[src/rtl/regbank_wb_ctrl_if.sv]
// Write-back requester bus: per-requester valid/addr/data with a per-requester grant.
interface regbank_wb_ctrl_if #(
  parameter int unsigned NREQ = 2,
  parameter int unsigned DW   = 32,
  parameter int unsigned AW   = 5
);
  logic [NREQ-1:0]    req_valid;
  logic [NREQ*AW-1:0] req_addr;
  logic [NREQ*DW-1:0] req_data;
  logic [NREQ-1:0]    req_ready;

  modport master (output req_valid, output req_addr, output req_data, input req_ready);
  modport slave  (input req_valid, input req_addr, input req_data, output req_ready);
endinterface

[src/rtl/regbank_wb_ctrl.sv]
// Round-robin write-back arbiter driving the register bank write port from a registered
// stage, plus a pending-write scoreboard for RAW/WAW hazard detection at issue.
module regbank_wb_ctrl #(
  parameter int unsigned NREQ = 2,
  parameter int unsigned DW   = 32,
  parameter int unsigned AW   = 5
) (
  input  logic                  clk,
  input  logic                  rst,
  regbank_wb_ctrl_if.slave      req_if,
  output logic [AW-1:0]         a3,
  output logic [DW-1:0]         wd3,
  output logic                  we3,
  input  logic                  claim_valid,
  input  logic [AW-1:0]         claim_addr,
  output logic                  claim_ready,
  input  logic [AW-1:0]         q1_addr,
  input  logic [AW-1:0]         q2_addr,
  output logic                  q1_busy,
  output logic                  q2_busy
);

  localparam int unsigned NREG = 2 ** AW;
  localparam int unsigned PW   = (NREQ > 1) ? $clog2(NREQ) : 1;
  localparam int unsigned NEXT = 2 ** PW;

  logic [PW-1:0]   rr_ptr_q, rr_ptr_d;
  logic [AW-1:0]   a3_q, a3_d;
  logic [DW-1:0]   wd3_q, wd3_d;
  logic            we3_q, we3_d;
  logic [NREG-1:0] pending_q, pending_d;

  logic            gnt_valid;
  logic [PW-1:0]   gnt_idx;
  logic [NEXT-1:0] valid_ext;
  logic [NEXT-1:0] ready_ext;
  logic [AW-1:0]   sel_addr;
  logic [DW-1:0]   sel_data;

  // Rotating priority search: first valid requester at or after rr_ptr, modulo NREQ.
  always_comb begin
    int unsigned s;
    s         = 0;
    gnt_valid = 1'b0;
    gnt_idx   = '0;
    valid_ext = '0;
    valid_ext[NREQ-1:0] = req_if.req_valid;
    for (int unsigned k = 0; k < NREQ; k++) begin
      s = 32'(rr_ptr_q) + k;
      if (s >= NREQ) s = s - NREQ;
      if (!gnt_valid && valid_ext[PW'(s)]) begin
        gnt_valid = 1'b1;
        gnt_idx   = PW'(s);
      end
    end
    if (rst) gnt_valid = 1'b0;
    ready_ext = '0;
    if (gnt_valid) ready_ext[gnt_idx] = 1'b1;
  end

  assign req_if.req_ready = ready_ext[NREQ-1:0];

  always_comb begin
    sel_addr = '0;
    sel_data = '0;
    for (int unsigned i = 0; i < NREQ; i++) begin
      if (gnt_idx == PW'(i)) begin
        sel_addr = req_if.req_addr[i*AW +: AW];
        sel_data = req_if.req_data[i*DW +: DW];
      end
    end
  end

  assign claim_ready = claim_valid & ~rst & ((claim_addr == '0) | ~pending_q[claim_addr]);
  assign q1_busy     = (q1_addr != '0) & pending_q[q1_addr];
  assign q2_busy     = (q2_addr != '0) & pending_q[q2_addr];

  always_comb begin
    rr_ptr_d  = rr_ptr_q;
    a3_d      = a3_q;
    wd3_d     = wd3_q;
    we3_d     = 1'b0;
    pending_d = pending_q;
    if (gnt_valid) begin
      rr_ptr_d = (gnt_idx == PW'(NREQ - 1)) ? '0 : gnt_idx + PW'(1);
      a3_d     = sel_addr;
      wd3_d    = sel_data;
      we3_d    = (sel_addr != '0);
    end
    // Clear before set: a claim of the register being retired is already refused.
    if (we3_q) pending_d[a3_q] = 1'b0;
    if (claim_ready && claim_addr != '0) pending_d[claim_addr] = 1'b1;
  end

  always_ff @(posedge clk) begin
    if (rst) begin
      rr_ptr_q  <= '0;
      a3_q      <= '0;
      wd3_q     <= '0;
      we3_q     <= 1'b0;
      pending_q <= '0;
    end else begin
      rr_ptr_q  <= rr_ptr_d;
      a3_q      <= a3_d;
      wd3_q     <= wd3_d;
      we3_q     <= we3_d;
      pending_q <= pending_d;
    end
  end

  assign a3  = a3_q;
  assign wd3 = wd3_q;
  assign we3 = we3_q;

endmodule

[src/flat_wrapper.sv]
// flat-port wrapper written by rule: the top's interface ports become plain ports
module regbank_wb_ctrl_flat 
#(
  parameter int unsigned NREQ = 2,
  parameter int unsigned DW   = 32,
  parameter int unsigned AW   = 5
)
  (clk, rst, a3, wd3, we3, claim_valid, claim_addr, claim_ready, q1_addr, q2_addr, q1_busy, q2_busy, req_if_req_valid, req_if_req_addr, req_if_req_data, req_if_req_ready);
  regbank_wb_ctrl_if #(.NREQ(NREQ), .DW(DW), .AW(AW)) req_if_i ();
  input  logic clk;
  input  logic rst;
  output logic [AW-1:0] a3;
  output logic [DW-1:0] wd3;
  output logic we3;
  input  logic claim_valid;
  input  logic [AW-1:0] claim_addr;
  output logic claim_ready;
  input  logic [AW-1:0] q1_addr;
  input  logic [AW-1:0] q2_addr;
  output logic q1_busy;
  output logic q2_busy;
  input wire logic [$bits(req_if_i.req_valid)-1:0] req_if_req_valid;
  input wire logic [$bits(req_if_i.req_addr)-1:0] req_if_req_addr;
  input wire logic [$bits(req_if_i.req_data)-1:0] req_if_req_data;
  output wire logic [$bits(req_if_i.req_ready)-1:0] req_if_req_ready;
  assign req_if_i.req_valid = req_if_req_valid;
  assign req_if_i.req_addr = req_if_req_addr;
  assign req_if_i.req_data = req_if_req_data;
  assign req_if_req_ready = req_if_i.req_ready;
  regbank_wb_ctrl #(.NREQ(NREQ), .DW(DW), .AW(AW)) u_core (.clk(clk), .rst(rst), .req_if(req_if_i), .a3(a3), .wd3(wd3), .we3(we3), .claim_valid(claim_valid), .claim_addr(claim_addr), .claim_ready(claim_ready), .q1_addr(q1_addr), .q2_addr(q2_addr), .q1_busy(q1_busy), .q2_busy(q2_busy));
endmodule
[config.mk]
export PLATFORM = sky130hd
export DESIGN_NAME = regbank_wb_ctrl_flat
export DESIGN_NICKNAME = d
export VERILOG_FILES = /design/src/rtl/regbank_wb_ctrl_if.sv /design/src/rtl/regbank_wb_ctrl.sv /design/src/flat_wrapper.sv
export SDC_FILE = /design/constraint.sdc
export NUM_CORES = 1
export LEC_CHECK = 0
export CAP_MARGIN = 15
export CORE_ASPECT_RATIO = 0.75
export CORE_MARGIN = 2
export CORE_UTILIZATION = 46
export DETAILED_ROUTE_END_ITERATION = 7
export PLACE_DENSITY_LB_ADDON = 0.1
export SYNTH_ARGS = -nofsm -noshare
export SYNTH_HDL_FRONTEND = slang
export SYNTH_SLANG_ARGS = --single-unit
[constraint.sdc]
create_clock -name clk -period 2.87 [get_ports clk]
set_input_delay 0.574 -clock clk [delete_from_list [all_inputs] [get_ports clk]]
set_output_delay 0.574 -clock clk [all_outputs]
set_load 0.02 [all_outputs]
==> metrics.md <==
| Metric | Value |
|---|---|
| Status | complete, no violations |
| Sw frac | 27.69% |
| Fin crit share | 97.83% |
| WP buf/inv | 2 |
| Clk_skew | 0.006995 ns |
| Site Rows | 29 |
| Die height | 83.65 microns |
| Multi-input combinational cell area | 2333 sq um |
| Setup WS post-layout | 0.06220 ns |
| Share of power burned in registers | 40.8% |
| IO buf count | 136 |
| Gate Count Post-Synth | 444 |
| Initial antenna violation count | 0 |
| Final min period | 2.808 ns |
| FF/Latch Area | 1421 sq um |
| Peak VDD IR | 339.3 uV |
| WHS | 0.4808 ns |
| Vias in the first global route | 4206 |
| Cell Chain, Critical Path | dlygate4sd2_1, mux4_2, mux4_2, mux2_4, buf_6 |
| CP max-delay cell | mux4_2 |
| Initial Util | 46.63% |
| Routed vias/inst | 6.079 |
| Worst Hold Class | flip-flop to flip-flop |
| CP max FO | 9 |
| Worst-path clk slew | 0.05 ns |
| Drt wl/cell | 20.70 microns |
| Class of the most critical setup path | input pin to output port |
| Max Clk Rate | 0.3562 GHz |
| Final ANT Viol Nets | 0 |
| Synth unique cells | 52 |
| Routed vias | 4359 |
| Top delay family on crit path | multiplexers |
| Std-Cell Core Area | 8346 sq um |
| # DRC | 0 |
| Final core occ | 70.73% |
| Setup WS pre-CTS | -0.7873 ns |
| Clock Tree Root | clkbuf_16 |
| Clock power share | 37.2% |
| Largest net degree at the start of global routing | 42 |
| CP required | 2.30 ns |
| Area delta synth->final | 51.70% |
| Initial DRC Count | 362 |
| # setup viols final | 0 |
| Post-synth net total | 538 |
| Ys flop type | dfxtp_1 |
| Crit end category | output port |
| GR peak layer | met2 |
| Syn Area/Cell | 8.764 sq um |
| CTS tree | built |
| GR Overflow Total | 0 |
| FF+latch count, synth | 71 |
| GR Util met2 | 46.68% |
| Startpoint Class | input pin |
| Fillers | 685 |
| Clock Path Buffers | 2 |
| Gr usage total | 32.37% |
| Combinational share of power | 22.0% |
| P_int | 0.001911 W |
| PwrDens | 447.8 nW/um^2 |
| MaxCap Viol Count | 0 |
| Met1 Usage GRT | 45.20% |
| I/O pins | 137 |
| First-pass GRT wire length | 22.42 mm |
| Post-synth EDFFs | 0 |
| Max Slew Vio Count | 0 |
| First drt pass iteration count | 5 |
| M3 GR Usage | 11.09% |
| RSZ-0062 raised after global routing | no |
| Delay of the slowest cell on the worst path | 0.46 ns |
| Die area | 9218 sq um |
| Ratio of cells with drive above 1 in the final layout | 17.41% |
| H-tree depth reported by CTS | 3 |
| Clock Latency Late Sink | 0.33 ns |
| CTS Buf Count | 9 |
| Net switching power | 0.0007318 W |
| Cell mode on critical path | mux4_2 |
| Die width | 110.2 microns |
| Sequential share of the synthesized area | 36.53% |
| Pleak | 2.247 nW |
| Final hold violations | 0 |
| Nets | 700 |
| Total clock sinks | 71 |
| Yosys warns | 0 |
| RD Place Congestion | 0.9468 |
| Routed WL | 14.84 mm |
| N_diodes | 0 |
| Slew @ Worst Pin | 0.6960 ns |
| HPWL after DPL | 11.13 mm |
| Crit path DAT | 2.23 ns |
| Slew margin rel. | 53.50% |
| Fraction of registers with async set/reset | 0% |
| Post-Syn Area | 3891 sq um |
==> worst min-delay path, cell delays in order (launching register included) <==
cell and delay, ns:
dfxtp_1 0.31, nand2b_1 0.07, a21oi_1 0.06
==> layout by cell type, fill, tap and decap left out, drive strengths merged, types with 16 or more instances in the layout <==
cell / netlist / layout
dfxtp: 71 / 71
nand3: 29 / 29
mux2i: 18 / 18
o21ai: 26 / 26
o211ai: 16 / 16
a22oi: 32 / 32
nand2: 62 / 62
buf: 7 / 55
nor2: 19 / 19
clkdlybuf4s50: 0 / 123
mux4: 17 / 17
a21oi: 37 / 37
==> routing by layer <==
| metal | vias to the layer above | routed length, microns |
|---|---|---|
| met3 | 36 | 1459 |
| met4 | 0 | 413 |
| li1 | 1993 | - |
| met2 | 250 | 6450 |
| met5 | - | 0 |
| met1 | 2080 | 6518 |
==> power by group through the flow <==
stage	clock [W]	combinational [W]	sequential [W]
2_1_floorplan	0	0.000220	0.00114
3_3_place_gp	0	0.000566	0.00110
3_5_place_dp	0	0.000575	0.00110
4_1_cts	0.000985	0.000582	0.00108
5_1_grt	0.00103	0.000621	0.00108
6_report	0.000983	0.000581	0.00108
==> path summary, 6_finish.rpt <==
path / start / to / slack, ns / cells past startpoint
max: q2_addr[1] / q2_busy / 0.06 / 5
min: u_core.rr_ptr_q$_SDFFE_PP0P_ / u_core.rr_ptr_q$_SDFFE_PP0P_ / 0.48 / 2
max reg2reg: u_core.pending_q[12]$_SDFF_PP0_ / u_core.pending_q[6]$_SDFF_PP0_ / 0.79 / 7
min reg2reg: u_core.rr_ptr_q$_SDFFE_PP0P_ / u_core.rr_ptr_q$_SDFFE_PP0P_ / 0.48 / 2
==> cell families after synthesis <==
| kind of cell | synth area share (%) |
|---|---|
| flip-flops | 36.53 |
| AO/OA/AOI/OAI | 23.15 |
| buffers and inverters | 4.373 |
| multiplexers | 16.01 |
| AND/OR/NAND/NOR | 19.94 |
==> flip-flops by register name, indices dropped and copies added, names as in the netlist <==
name              cells
u_core.a3             5
u_core.we3            1
u_core.rr_ptr_q       1
u_core.pending_q     32
u_core.wd3           32
==> Yosys cell counts, drive strengths merged (6+ instances only) <==
cell type	number	share of area, %
mux2i	18	4.6
nor3	7	1.0
o21ai	26	3.3
o211ai	16	3.1
nand2	62	6.0
mux4	17	9.9
clkbuf	28	2.7
inv	6	0.58
nor2	19	1.8
a22oi	32	6.2
nor2b	7	1.1
nand3	29	3.9
buf	7	1.1
dfxtp	71	37
a21oi	37	4.8
==> final cells by class <==
| cell class | count | share of cell area, % |
|---|---|---|
| sequential | 71 | 24.08 |
| multi-input combinational | 332 | 39.53 |
| inverter | 6 | 0.3815 |
| timing repair buffer | 186 | 29.42 |
| tap | 108 | 2.289 |
| clock inverter | 4 | 0.4239 |
| clock buffer | 10 | 3.879 |
==> timing repair <==
item,in CTS,in global routing
resized for setup,31,12
setup buffers,0,2
setup endpoints to repair,3,5
pin swaps,0,4
hold buffers,0,0
cloned,1,0
==> per-stage QoR <==
| stage | area [sq um] | setup TNS, ns | cells | total power, W |
|---|---|---|---|---|
| 2_1_floorplan | 3891 | 0 | 444 | 0.001356 |
| 3_3_place_gp | 5618 | -1.956 | 701 | 0.001663 |
| 3_5_place_dp | 5618 | -2.068 | 701 | 0.001674 |
| 4_1_cts | 5911 | 0 | 716 | 0.002646 |
| 5_1_grt | 5903 | 0 | 717 | 0.002740 |
| 6_report | 5903 | 0 | 717 | 0.002643 |
Note: power is estimated with default switching activity, not from simulation.
==> edit 1, RTL diff (same flow settings) <==
`a3_q`, `wd3_q` and `pending_q` no longer have a reset.
--- a/src/rtl/regbank_wb_ctrl.sv
+++ b/src/rtl/regbank_wb_ctrl.sv
@@ -95,17 +95,17 @@
   always_ff @(posedge clk) begin
     if (rst) begin
       rr_ptr_q  <= '0;
-      a3_q      <= '0;
-      wd3_q     <= '0;
       we3_q     <= 1'b0;
-      pending_q <= '0;
     end else begin
       rr_ptr_q  <= rr_ptr_d;
-      a3_q      <= a3_d;
-      wd3_q     <= wd3_d;
       we3_q     <= we3_d;
-      pending_q <= pending_d;
     end
+  end
+
+  always_ff @(posedge clk) begin
+    a3_q      <= a3_d;
+    wd3_q     <= wd3_d;
+    pending_q <= pending_d;
   end
 
   assign a3  = a3_q;
Function: differs if rst is asserted again (counterexample within 4 cycles, from zero or initial values and one cycle with rst high); with rst held inactive, the same outputs for 10 cycles.
==> edit 1 against the original RTL <==
Wire length down 18%. Synthesized cell count down 27%. Largest power group unchanged. Cell area down 1.3%. Maximum frequency down 1.8%. Area after synthesis down 2.5%. Count of clock-buffer cells in the layout unchanged. Sequential cell count unchanged. Clock skew up 3.4 ps. First-iteration DRC count down 22%. Largest cell class unchanged. Register-to-register slack better by 180 ps. Worst setup slack worse by 52 ps. Power up 27%. Die area down 2.4%.
==> edit 1: results (changes against the original RTL) <==
Outcome
  – Status: completed (unchanged)

Clocking
  – Post-CTS Setup Inserts: 3 (was 0)
  – Clk_lat worst skew: 340 ps
  – Clock slew at the register clock pins of the worst setup and hold paths: 70 ps (was 50 ps)
  – CTS H-tree lvls: 3 (unchanged)
  – Root buf cell: clkbuf_8 (was clkbuf_16)
  – Resize count post-CTS: 40 (was 31)

Setup path
  – Cell family with most CP delay: buffers and inverters (was multiplexers)
  – R2R cell count: 6 (was 7)
  – WP data arrival: 2290 ps (was 2230 ps)
  – CP Max Fanout: 8 (was 9)
  – Delay of the slowest cell on the worst path: between 400 and 500 ps
  – Critical path's slowest cell: or3b_2 (was mux4_2)

GRT
  – GRT Overall Usage: 0.279 (was 0.324)
  – Met2 Use GR: 0.438 (was 0.467)
  – Vias in the first global route: 3375 (was 4206)
  – Met1 usage: 0.359 (was 0.452)
  – First-pass GRT wire length: 18000 µm (was 22400 µm)
  – Largest net degree at the start of global routing: 38 (was 42)
  – Met3 Use GR: 0.109 (was 0.111)

Synthesis
  – EDFF count, synth: 37 (was 0)
  – Mapped Cells: 322 (was 444)
  – Post-synth top cells: o21ai_0, mux2_2, edfxtp_1 (was dfxtp_1, nand2_1, a21oi_1)
  – Sequential share of the synthesized area: 0.472 (was 0.365)
  – Async S/R FF share, synth: 0 (unchanged)
  – Post-Syn Nets: 416 (was 538)
  – Main synth FF type: edfxtp_1 (was dfxtp_1)
  – Ranking of synthesized cells by area: edfxtp_1, dfxtp_1, mux2_2 (was dfxtp_1, mux4_2, a22oi_1)
  – Yosys cell types: 38 (was 52)

Place
  – Placed cell areas: 5470 µm² (was 5620 µm²)
  – # port buffers: 136 (unchanged)
  – Dpl ws: -723 ps (was -787 ps)
  – GPL Wtd Cong: 0.980 (was 0.947)
  – Dpl hpwl: 9140 µm (was 11100 µm)
  – Placed cells: 573 (was 701)

Detailed routing
  – Routed wl met2: 5520 µm (was 6450 µm)
  – TritonRoute pass-1 iters: 5 (unchanged)
  – Met3 Routed Length: 1530 µm (was 1460 µm)
  – Iteration-0 DRC Markers: 283 (was 362)
  – Met1 Wirelength: 4840 µm (was 6520 µm)
  – Max Used Layer: met4 (unchanged)
  – Final WL: 12100 µm (was 14800 µm)
  – Vias per cell: 5.93 (was 6.08)
  – Vias: 3543 (was 4359)

Timing
  – Worst slew pin tran: 616 ps (was 696 ps)
  – Worst-case clock skew: 10.4 ps (was 7.00 ps)

Final layout
  – Share of cells above drive strength 1: 0.262 (was 0.174)
  – Ant diodes: 0 (unchanged)
  – Fin nets: 581 (was 700)
  – Fillcell total: 606 (was 685)

Hold path
  – Worst hold path type: reg2reg (unchanged)
  – Hold Crit Depth: 1 (was 2)

Power and ir drop
  – Leakage dissipation: 0.00217 µW (was 0.00225 µW)
  – Worst vdd ir: 318 µV (was 339 µV)
edit 1: cell types whose count changed in the layout (fill, tap and decap cells not counted), sizes merged, moves of 14 or more:
cell    before  now
dfxtp       71   34
edfxtp       0   37
a22oi       32    0
nand2       62   21
o211ai      16    1
nand3       29    5
a21oi       37    7
buf         55   41
mux2         5   43
o21ai       26   52
edit 1: final cells by class:
| cell class | count | area [µm²] | share of cell area |
|---|---|---|---|
| clock buffers | 10 | 138 | 0.0236 |
| well taps | 105 | 131 | 0.0225 |
| repair buffers | 173 | 1720 | 0.296 |
| flip-flops and latches | 71 | 1790 | 0.307 |
| inverters | 2 | 7.51 | 0.00129 |
| multi-input cells | 230 | 1930 | 0.331 |
| clock inverters | 6 | 108 | 0.0185 |
edit 1: logic make-up after synthesis:
kind of cell,Yosys count,synth area share
AND/OR/NAND/NOR,72,0.101
AO/OA/AOI/OAI,82,0.127
flip-flops,71,0.472
buffers and inverters,21,0.0251
multiplexers,76,0.274
edit 1: path summary, 6_finish.rpt:
check                            from                   to  slack, ps
setup / recovery        claim_addr[1]          claim_ready         10
hold / removal    u_core.pending_q[0]  u_core.pending_q[0]        450
setup reg to reg      u_core.rr_ptr_q           u_core.we3        970
hold reg to reg   u_core.pending_q[0]  u_core.pending_q[0]        450
edit 1: where the power goes:
group / total [µW] / leakage, µW / internal, µW / switching (µW)
Combinational: 936 / 0.00141 / 550 / 386
Sequential: 1460 / 0.000641 / 1250 / 218
Clock: 970 / 0.000124 / 598 / 372
Total: 3370 / 0.00217 / 2390 / 975
edit 1: per-stage QoR:
step / hold slack (ps) / util
floorplan: 422 / -
global placement: 437 / 0.687
detailed placement: 438 / 0.687
CTS: 448 / 0.733
global route: 466 / 0.733
finish: 454 / 0.733
==> edit 2, RTL diff (same settings) <==
Made on the original files. `DW` is set to 32 in 3 places; all go to 24.
--- a/src/rtl/regbank_wb_ctrl_if.sv
+++ b/src/rtl/regbank_wb_ctrl_if.sv
@@ -1,7 +1,7 @@
 // Write-back requester bus: per-requester valid/addr/data with a per-requester grant.
 interface regbank_wb_ctrl_if #(
   parameter int unsigned NREQ = 2,
-  parameter int unsigned DW   = 32,
+  parameter int unsigned DW   = 24,
   parameter int unsigned AW   = 5
 );
   logic [NREQ-1:0]    req_valid;
--- a/src/rtl/regbank_wb_ctrl.sv
+++ b/src/rtl/regbank_wb_ctrl.sv
@@ -2,7 +2,7 @@
 // stage, plus a pending-write scoreboard for RAW/WAW hazard detection at issue.
 module regbank_wb_ctrl #(
   parameter int unsigned NREQ = 2,
-  parameter int unsigned DW   = 32,
+  parameter int unsigned DW   = 24,
   parameter int unsigned AW   = 5
 ) (
   input  logic                  clk,
--- a/src/flat_wrapper.sv
+++ b/src/flat_wrapper.sv
@@ -2,7 +2,7 @@
 module regbank_wb_ctrl_flat 
 #(
   parameter int unsigned NREQ = 2,
-  parameter int unsigned DW   = 32,
+  parameter int unsigned DW   = 24,
   parameter int unsigned AW   = 5
 )
   (clk, rst, a3, wd3, we3, claim_valid, claim_addr, claim_ready, q1_addr, q2_addr, q1_busy, q2_busy, req_if_req_valid, req_if_req_addr, req_if_req_data, req_if_req_ready);
Interface: changed (resized req_if_req_data and wd3); port bits go from 137 to 113. No check against the original RTL was run, so the function may have changed too.
==> edit 2 against the original RTL <==
The run now ends with setup timing left. Register-to-register slack better by 150 ps. Die area is 8.2% lower. Worst hold slack worse by 6.4 ps. Sequential power is 13% lower. Wire length is 18% lower. Sequential cell count is 8 lower. Power is 14% lower. Largest cell class unchanged. Highest routed layer unchanged. Worst setup slack worse by 91 ps. Area after synthesis is 8.5% lower. Count of clock-buffer cells in the layout is 2 higher. First-iteration DRC count is 3.0% lower. Largest power group unchanged. Maximum frequency is 3.1% lower. Cell area is 11% lower.
==> edit 2: results (changes against the original RTL) <==
Outcome
  – Status: complete, but fails checks (was completed)
  – Violated checks: setup timing

Clocking
  – Root buf cell: clkbuf_8 (was clkbuf_16)
  – Clock slew at the register clock pins of the worst setup and hold paths: 70 ps (was 50 ps)
  – Clk_lat worst skew: 350 ps (was 330 ps)

Setup path
  – Cell family with most CP delay: buffers and inverters (was multiplexers)
  – Delay of the slowest cell on the worst path: 330 ps (was 460 ps)
  – WP data arrival: 2320 ps (was 2230 ps)
  – CP Max Fanout: 8 (was 9)

Synthesis
  – Yosys cell types: 42 (was 52)
  – Post-Syn Nets: 465 (was 538)
  – Ranking of synthesized cells by area: dfxtp_1, mux4_2, nand2_1 (was dfxtp_1, mux4_2, a22oi_1)
  – Post-synth top cells: dfxtp_1, nand2_1, a21oi_1 (unchanged)
  – Sequential share of the synthesized area: 0.354 (was 0.365)

Power and ir drop
  – Worst vdd ir: 228 µV (was 339 µV)
  – Leakage dissipation: 0.00200 µW (was 0.00225 µW)
  – P_sw: 638 µW (was 732 µW)

Detailed routing
  – Vias: 3761 (was 4359)
  – Iteration-0 DRC Markers: 351 (was 362)
  – Routed WL per cell: 19.6 µm (was 20.7 µm)

GRT
  – Vias in the first global route: 3737 (was 4206)
  – First-pass GRT wire length: 19200 µm (was 22400 µm)
  – GRT Overall Usage: 0.295 (was 0.324)
  – Met2 Use GR: 0.465 (was 0.467)
  – Met1 usage: 0.384 (was 0.452)
  – Largest net degree at the start of global routing: 33 (was 42)
  – Met3 Use GR: 0.105 (was 0.111)

Timing
  – Setup-failing EPs final: 1 (was 0)
  – Setup ws final: -28.4 ps (was 62.2 ps)
  – Worst-case clock skew: 11.5 ps (was 7.00 ps)
  – Slew Limit Headroom: 0.563 (was 0.535)

Place
  – # port buffers: 112 (was 136)
  – Dpl ws: -708 ps (was -787 ps)
  – GPL Wtd Cong: 0.921 (was 0.947)
  – Dpl hpwl: 8600 µm (was 11100 µm)

Final layout
  – Fin nets: 591 (was 700)
  – Share of cells above drive strength 1: 0.187 (was 0.174)

Hold path
  – Worst hold path type: reg2reg (unchanged)
==> edit 2: metal layers <==
layer	up-vias	wire, µm
li1	1730	-
met4	0	180
met1	1793	5030
met2	215	5490
met3	23	1450
met5	-	0
==> edit 2: cell type report <==
cell class	count	area (µm²)
Fill cell	570	2180
Multi-Input combinational cell	287	2160
Timing Repair Buffer	151	1490
Sequential cell	63	1260
Clock buffer	12	155
Tap cell	101	126
Clock inverter	4	53.8
Inverter	1	3.75
==> edit 2: logic make-up (layout without fill, tap and decap cells) <==
logic type,after synthesis,in the layout,share of synthesized area
buf+inv,37,168,0.0450
mux,43,43,0.186
simple gates,143,143,0.198
flops,63,63,0.354
compound gates,101,101,0.217
==> edit 2: worst min-delay path, delay by kind of cell (launching register included) <==
kind / cells / cell delay (ps)
DFF: 1 / 310
and+or+nand+nor: 1 / 60
AOI/OAI and AO/OA: 1 / 60
==> edit 2: path summary, 6_finish.rpt <==
path	startpoint	end	slack [ps]	depth (start not counted)
worst max-delay path	claim_addr[1]	claim_ready	-30	8
worst min-delay path	u_core.rr_ptr_q	u_core.rr_ptr_q	470	2
worst max register to register	u_core.pending_q[26]	u_core.pending_q[20]	940	7
worst min register to register	u_core.rr_ptr_q	u_core.rr_ptr_q	470	2
==> edit 2: metrics by stage <==
step | instance area (µm²) | TNS [ps] | std cells
global route | 5250 | -36.4 | 619
floorplan | 3560 | 0 | 387
detailed placement | 4950 | -1970 | 599
CTS | 5270 | 0 | 620
finish | 5250 | -28.4 | 619
global placement | 4950 | -1930 | 599
==> edit 2: power groups by stage <==
stage                     combinational (µW)  clock [µW]  sequential, µW
after floorplan                          198           0             997
after global placement                   486           0             962
after detailed placement                 494           0             963
after CTS                                514         828             944
after global routing                     547         852             949
final                                    512         811             945
==> edit 2: timing repair <==
item                                    4_1_cts  5_1_grt
gates cloned                                  4        0
hold endpoints to repair                      0        0
setup buffers                                 1        0
hold buffers                                  0        0
resized for setup                            36        4
pin swaps                                     1        0
endpoints found under the setup margin        3        3
